--- config.mk ---
export PLATFORM = sky130hd
export DESIGN_NAME = note_lane
export DESIGN_NICKNAME = d
export VERILOG_FILES = /design/src/rtl/tatsujin_pkg.sv /design/src/rtl/sat_counter8.sv /design/src/rtl/note_lane.sv
export SDC_FILE = /design/constraint.sdc
export NUM_CORES = 1
export LEC_CHECK = 0
export CORE_ASPECT_RATIO = 1.2
export CORE_MARGIN = 2
export CORE_UTILIZATION = 46
export DETAILED_ROUTE_END_ITERATION = 12
export PLACE_DENSITY = 0.77
export SYNTH_ARGS = -nofsm -noshare
export SYNTH_HDL_FRONTEND = slang
export SYNTH_SLANG_ARGS = --single-unit
--- constraint.sdc ---
create_clock -name clk -period 1.6 [get_ports clk]
set_input_delay 0.24 -clock clk [delete_from_list [all_inputs] [get_ports clk]]
set_output_delay 0.24 -clock clk [all_outputs]
set_load 0.05 [all_outputs]
--- src/rtl/tatsujin_pkg.sv ---
// Shared definitions for the drum-lane blocks.
//   NOTE_*        : 2-bit chart entry encoding (none / red / yellow / end-of-song)
//   state_t       : sequencer state
//   SLOTS_DEFAULT : default window length in slots
package tatsujin_pkg;

    localparam logic [1:0] NOTE_NONE   = 2'b00;
    localparam logic [1:0] NOTE_RED    = 2'b01;
    localparam logic [1:0] NOTE_YELLOW = 2'b10;
    localparam logic [1:0] NOTE_END    = 2'b11;

    typedef enum logic [2:0] {
        ST_IDLE,
        ST_FETCH,
        ST_PRIME,
        ST_PLAY,
        ST_DONE
    } state_t;

    localparam int SLOTS_DEFAULT = 10;

endpackage

--- src/rtl/sat_counter8.sv ---
// 8-bit counter that saturates at 255.
//   clk   : system clock
//   reset : synchronous, active-high clear
//   clear : synchronous clear, wins over inc
//   inc   : add one unless already at 255
//   count : registered count value
module sat_counter8 (
    input  logic       clk,
    input  logic       reset,
    input  logic       clear,
    input  logic       inc,
    output logic [7:0] count
);

    always_ff @(posedge clk) begin
        if (reset || clear) begin
            count <= '0;
        end else if (inc && (count != 8'hFF)) begin
            count <= count + 8'd1;
        end
    end

endmodule

--- src/rtl/note_lane.sv ---
// Chart sequencer and hit judge for the drum lane.
// Fetches notes from a synchronous chart ROM, scrolls a window of note slots
// one position per beat_tick, judges hits against slot 0 and keeps
// score/combo.
//   clk, reset       : clock, synchronous active-high reset
//   start            : begin play from IDLE or DONE
//   beat_tick        : one scroll step
//   hit_red/yellow   : edge-detected key pulses
//   chart_addr/data  : ROM address out, ROM data in (one cycle latency)
//   red/yellow_sequence : window, bit 0 is the judgment slot
//   seq_valid        : pulse after each window update
//   score, combo     : saturating counters
//   playing, done    : state flags
module note_lane
    import tatsujin_pkg::*;
#(
    parameter int SLOTS  = SLOTS_DEFAULT,
    parameter int ADDR_W = 6
) (
    input  logic              clk,
    input  logic              reset,
    input  logic              start,
    input  logic              beat_tick,
    input  logic              hit_red,
    input  logic              hit_yellow,
    output logic [ADDR_W-1:0] chart_addr,
    input  logic [1:0]        chart_data,
    output logic [SLOTS-1:0]  red_sequence,
    output logic [SLOTS-1:0]  yellow_sequence,
    output logic              seq_valid,
    output logic [7:0]        score,
    output logic [7:0]        combo,
    output logic              playing,
    output logic              done
);

    localparam logic [ADDR_W-1:0] ADDR_ONE = 1;

    state_t           state;
    logic [1:0]       next_note;
    logic             end_seen;
    logic             load_pending;

    logic             in_play;
    logic             start_go;
    logic             red_ok;
    logic             red_wrong;
    logic             yellow_ok;
    logic             yellow_wrong;
    logic             miss;
    logic             score_inc;
    logic             combo_clr;
    logic             end_path;
    logic             end_next;
    logic             red_in;
    logic             yellow_in;
    logic [SLOTS-1:0] red_kept;
    logic [SLOTS-1:0] yellow_kept;
    logic [SLOTS-1:0] red_shift;
    logic [SLOTS-1:0] yellow_shift;

    always_comb begin
        in_play      = (state == ST_PLAY);
        start_go     = start && ((state == ST_IDLE) || (state == ST_DONE));
        red_ok       = in_play && hit_red    &&  red_sequence[0];
        red_wrong    = in_play && hit_red    && !red_sequence[0];
        yellow_ok    = in_play && hit_yellow &&  yellow_sequence[0];
        yellow_wrong = in_play && hit_yellow && !yellow_sequence[0];
        // A note sitting in slot 0 when the beat moves it out is a miss,
        // unless a hit in this same cycle already took it.
        miss         = in_play && beat_tick &&
                       ((red_sequence[0] && !hit_red) ||
                        (yellow_sequence[0] && !hit_yellow));
        score_inc    = red_ok || yellow_ok;
        combo_clr    = start_go || red_wrong || yellow_wrong || miss;

        // Hits are judged against the pre-shift window; a hit note is
        // removed before the shift so it never counts as a miss.
        red_kept     = red_sequence    & ~{{(SLOTS-1){1'b0}}, red_ok};
        yellow_kept  = yellow_sequence & ~{{(SLOTS-1){1'b0}}, yellow_ok};

        end_path     = (next_note == NOTE_END) || end_seen;
        red_in       = !end_path && (next_note == NOTE_RED);
        yellow_in    = !end_path && (next_note == NOTE_YELLOW);
        red_shift    = {red_in,    red_kept[SLOTS-1:1]};
        yellow_shift = {yellow_in, yellow_kept[SLOTS-1:1]};
        // An address wrap without an end marker also ends the song.
        end_next     = end_path || (&chart_addr);
    end

    always_ff @(posedge clk) begin
        if (reset) begin
            state           <= ST_IDLE;
            chart_addr      <= '0;
            next_note       <= NOTE_NONE;
            end_seen        <= 1'b0;
            load_pending    <= 1'b0;
            red_sequence    <= '0;
            yellow_sequence <= '0;
            seq_valid       <= 1'b0;
            playing         <= 1'b0;
            done            <= 1'b0;
        end else begin
            seq_valid <= 1'b0;
            case (state)
                ST_IDLE, ST_DONE: begin
                    if (start) begin
                        red_sequence    <= '0;
                        yellow_sequence <= '0;
                        end_seen        <= 1'b0;
                        next_note       <= NOTE_NONE;
                        load_pending    <= 1'b0;
                        chart_addr      <= '0;
                        playing         <= 1'b0;
                        done            <= 1'b0;
                        state           <= ST_FETCH;
                    end
                end
                ST_FETCH: begin
                    state <= ST_PRIME;
                end
                ST_PRIME: begin
                    next_note  <= chart_data;
                    chart_addr <= chart_addr + ADDR_ONE;
                    playing    <= 1'b1;
                    state      <= ST_PLAY;
                end
                ST_PLAY: begin
                    // ROM data for the address issued on the last beat
                    // arrives one cycle after that beat.
                    if (load_pending) begin
                        next_note    <= chart_data;
                        load_pending <= 1'b0;
                    end
                    if (beat_tick) begin
                        red_sequence    <= red_shift;
                        yellow_sequence <= yellow_shift;
                        seq_valid       <= 1'b1;
                        if (end_path) begin
                            end_seen <= 1'b1;
                        end else begin
                            chart_addr   <= chart_addr + ADDR_ONE;
                            load_pending <= 1'b1;
                            if (&chart_addr) begin
                                end_seen <= 1'b1;
                            end
                        end
                        if (end_next && (red_shift == '0) && (yellow_shift == '0)) begin
                            playing <= 1'b0;
                            done    <= 1'b1;
                            state   <= ST_DONE;
                        end
                    end else if (red_ok || yellow_ok) begin
                        red_sequence    <= red_kept;
                        yellow_sequence <= yellow_kept;
                        seq_valid       <= 1'b1;
                    end
                end
                default: begin
                    state <= ST_IDLE;
                end
            endcase
        end
    end

    sat_counter8 u_score (
        .clk   (clk),
        .reset (reset),
        .clear (start_go),
        .inc   (score_inc),
        .count (score)
    );

    sat_counter8 u_combo (
        .clk   (clk),
        .reset (reset),
        .clear (combo_clr),
        .inc   (score_inc),
        .count (combo)
    );

endmodule
==> results.cfg <==
[status]
outcome = finished, violations left
violations = setup timing

[floorplanning]
die_x_um = 71.5
core_area_sq_um = 5300
core.rowCount = 29
die_y_um = 85.0
ios = 53
dieArea_sq_um = 6070
start_util_pct = 47.4

[critical_path]
worstRegToRegCells = 4
reg2reg_from = state[0]$_SDFFE_PP0P_
worstPathRequired_ps = 1820
startpoint_type = flop
critPathArrivalTime_ps = 1840
path_class = flop to flop
reg2reg_to = u_combo.count[5]$_SDFFE_PP0P_
cp_max_fo = 14
ff2ff_setup_slack_ps = -20
crit_start = state[0]$_SDFFE_PP0P_
endpoint_kind = flop

[timing]
slew_viol_final = 0
worst_pin_slew_ps = 500
skew_ps = 7.76
period_needed_ps = 1620
relSlewSlack_pct = 66.6
setup_tns_ps = -22.0
finalHoldViolCount = 0
finalCritPeriodShare_pct = 101
rsz0062_at_grt = yes
setup_ws_ps = -22.0
setup_viol = 1
max_freq_ghz = 0.617

[global_route]
track_usage_pct = 21.1
grt_pass1_wl_um = 10600
antenna_found_initial = 0
grt_pass1_vias = 2384
overflow = 0
grt_max_degree = 32

[worst_hold_path]
min_to = done$_SDFFE_PP0P_
worstHoldPathType = flop to flop
min_path_cells = 2
hold_start = done$_SDFFE_PP0P_

[placed_design]
place_congestion = 0.851
hpwl_um = 4700
pre_cts_ws_ps = -316
port_buffers = 52
post-place-cells = 449

[synthesis]
synth_top_area_share_pct = 41.4
yosysUniqueCellTypes = 43
syn-cell-area_sq_um = 2510
yosysSeqAreaShare_pct = 41.4
yosysTopAreaCell = dfxtp_1
synth-simple-area-share_pct = 28.7
synth_flop_cell = dfxtp_1
yosysMostFrequentCell = dfxtp_1
synth_area_leaders = dfxtp_1 (41%), a21oi_1 (7.4%), nand3_1 (5.8%)
syn-num-nets = 317
synthMuxAreaShare_pct = 1.59
synth_common_cells = dfxtp_1 (52), a21oi_1 (37), nand2_1 (37)
syn_avg_cell_area_sq_um = 8.21
synth-async-reset-ratio_pct = 0
synthCells = 306
synth-edff-count = 0
yosys.area_share.adder_pct = 1.49
yosysWarnings = 0
synth_compound_area_share_pct = 21.2
ys_ff_latch = 52
yosys.area_share.xor_xnor_pct = 0
synth_top_family_by_area = simple AND/OR/NAND/NOR gates

[cts]
clock_path_buffers = 2
ctsHoldBuffers = 0
cts_buffers = 5
clkLatencyLatePin_ps = 310
clock-sinks = 52
path_clk_slew_ps = 100
cts_root_buf = clkbuf_8
htree_levels = 2
tritoncts = yes

[routing]
drc = 0
ant_nets = 0
vias = 2661
wl_per_cell_um = 14.8
wl_um = 6920
avgViaCountPerCell = 5.71
drtIter0Drc = 129
drtPass1Iterations = 4

[pwr]
power_per_cell_area_nw_per_um2 = 944
p_leak_nw = 1.37
peakVddDrop_mv = 0.683

[layout]
drive_gt1_share_pct = 41.8
nNetsFinal = 414
n_antenna_cell = 0
final_cells = 466
areaGrowthSynthToFinish_pct = 46.7

[run]
cap_viol_max_count = 0
==> worst max-delay path, cell delays in order, from the launching register on <==
cell and delay (ps):
dfxtp_4 390, and3b_2 280, nand2_8 100, or4_1 520
a211oi_1 250
==> state kept, by name (all words and copies together) (netlist names) <==
name	count
chart_addr	6
done	1
end_seen	1
load_pending	1
next_note	2
playing	1
red_sequence	10
seq_valid	1
state	3
u_combo.count	8
u_score.count	8
yellow_sequence	10
==> power breakdown <==
group	internal, W	total, W	switching, W
Sequential	0.00136	0.00144	0.0000793
Combinational	0.000595	0.00131	0.000711
Clock	0.000305	0.000740	0.000435
==> layer usage <==
layer	vias up	global-route usage, %	part of all wire, %
met5	-	0	0
met4	0	7.03	1.1
met3	7	3.56	3.4
met2	51	37.9	53
met1	1280	25.2	43
li1	1323	-	-
==> cell type report <==
cell class / instances / area [sq um]
clock buffer: 6 / 72.6
clock inverter: 2 / 11.3
fill: 422 / 1610
inverter: 10 / 37.5
multi-input combinational: 225 / 1480
sequential: 52 / 1110
tap: 62 / 77.6
timing repair buffer: 109 / 892
==> what timing repair did <==
action	in CTS	in global routing
setup buffers	0	8
endpoints found under the setup margin	14	36
pin swaps	0	17
cloned	0	1
resized for setup	5	34
==> per-stage QoR <==
stage          power (W)  utilization [%]  instance area (sq um)  hold WS, ps
2_1_floorplan    0.00216                -                   2620          422
3_3_place_gp     0.00259             64.1                   3400          453
3_5_place_dp     0.00260             64.1                   3400          462
4_1_cts          0.00336             66.0                   3500          475
5_1_grt          0.00366             69.6                   3690          493
6_report         0.00348             69.6                   3690          483
==> kinds of logic (layout without fill, tap and decap cells) <==
kind of cell,after synthesis,in the layout
simple gates,134,134
compound gates,84,84
flops,52,52
buf+inv,29,127
mux,4,4
fa+ha+maj,3,3
==> placed cells by master, fill, tap and decap left out, types with 2 or more instances in the layout <==
| cell type | instances |
|---|---|
| or4_4 | 2 |
| nor2b_1 | 2 |
| o211ai_1 | 3 |
| or3_4 | 4 |
| ha_4 | 2 |
| nand3b_1 | 4 |
| nor3_2 | 3 |
| nand2b_1 | 4 |
| dfxtp_1 | 25 |
| or3_1 | 7 |
| nand4_1 | 2 |
| nor4_1 | 4 |
| dfxtp_2 | 11 |
| o21ai_0 | 10 |
| nor3b_1 | 2 |
| nand2_1 | 36 |
| a21oi_1 | 34 |
| a211oi_2 | 3 |
| a21oi_2 | 3 |
| nor2_2 | 4 |
| buf_12 | 3 |
| a21o_1 | 3 |
| and4_1 | 2 |
| nor2_1 | 6 |
| clkdlybuf4s50_1 | 7 |
| inv_1 | 10 |
| buf_4 | 93 |
| buf_6 | 5 |
| or4_1 | 6 |
| o31ai_1 | 8 |
| clkbuf_8 | 5 |
| nor3_1 | 7 |
| nand3_1 | 28 |
| a211oi_1 | 6 |
| dfxtp_4 | 16 |
| mux2i_1 | 4 |
| a31oi_1 | 3 |
==> worst max path at each step <==
stage,slack [ps],end,depth (start not counted)
floorplan,6,state[2]$_SDFFE_PP0P_,5
finish,-20,u_combo.count[5]$_SDFFE_PP0P_,4
CTS,5,u_combo.count[5]$_SDFFE_PP0P_,4
detailed placement,-320,u_combo.count[5]$_SDFFE_PP0P_,5
global route,-70,u_combo.count[5]$_SDFFE_PP0P_,4
global placement,-260,u_combo.count[5]$_SDFFE_PP0P_,5
Note: power is estimated with default switching activity, not from simulation.
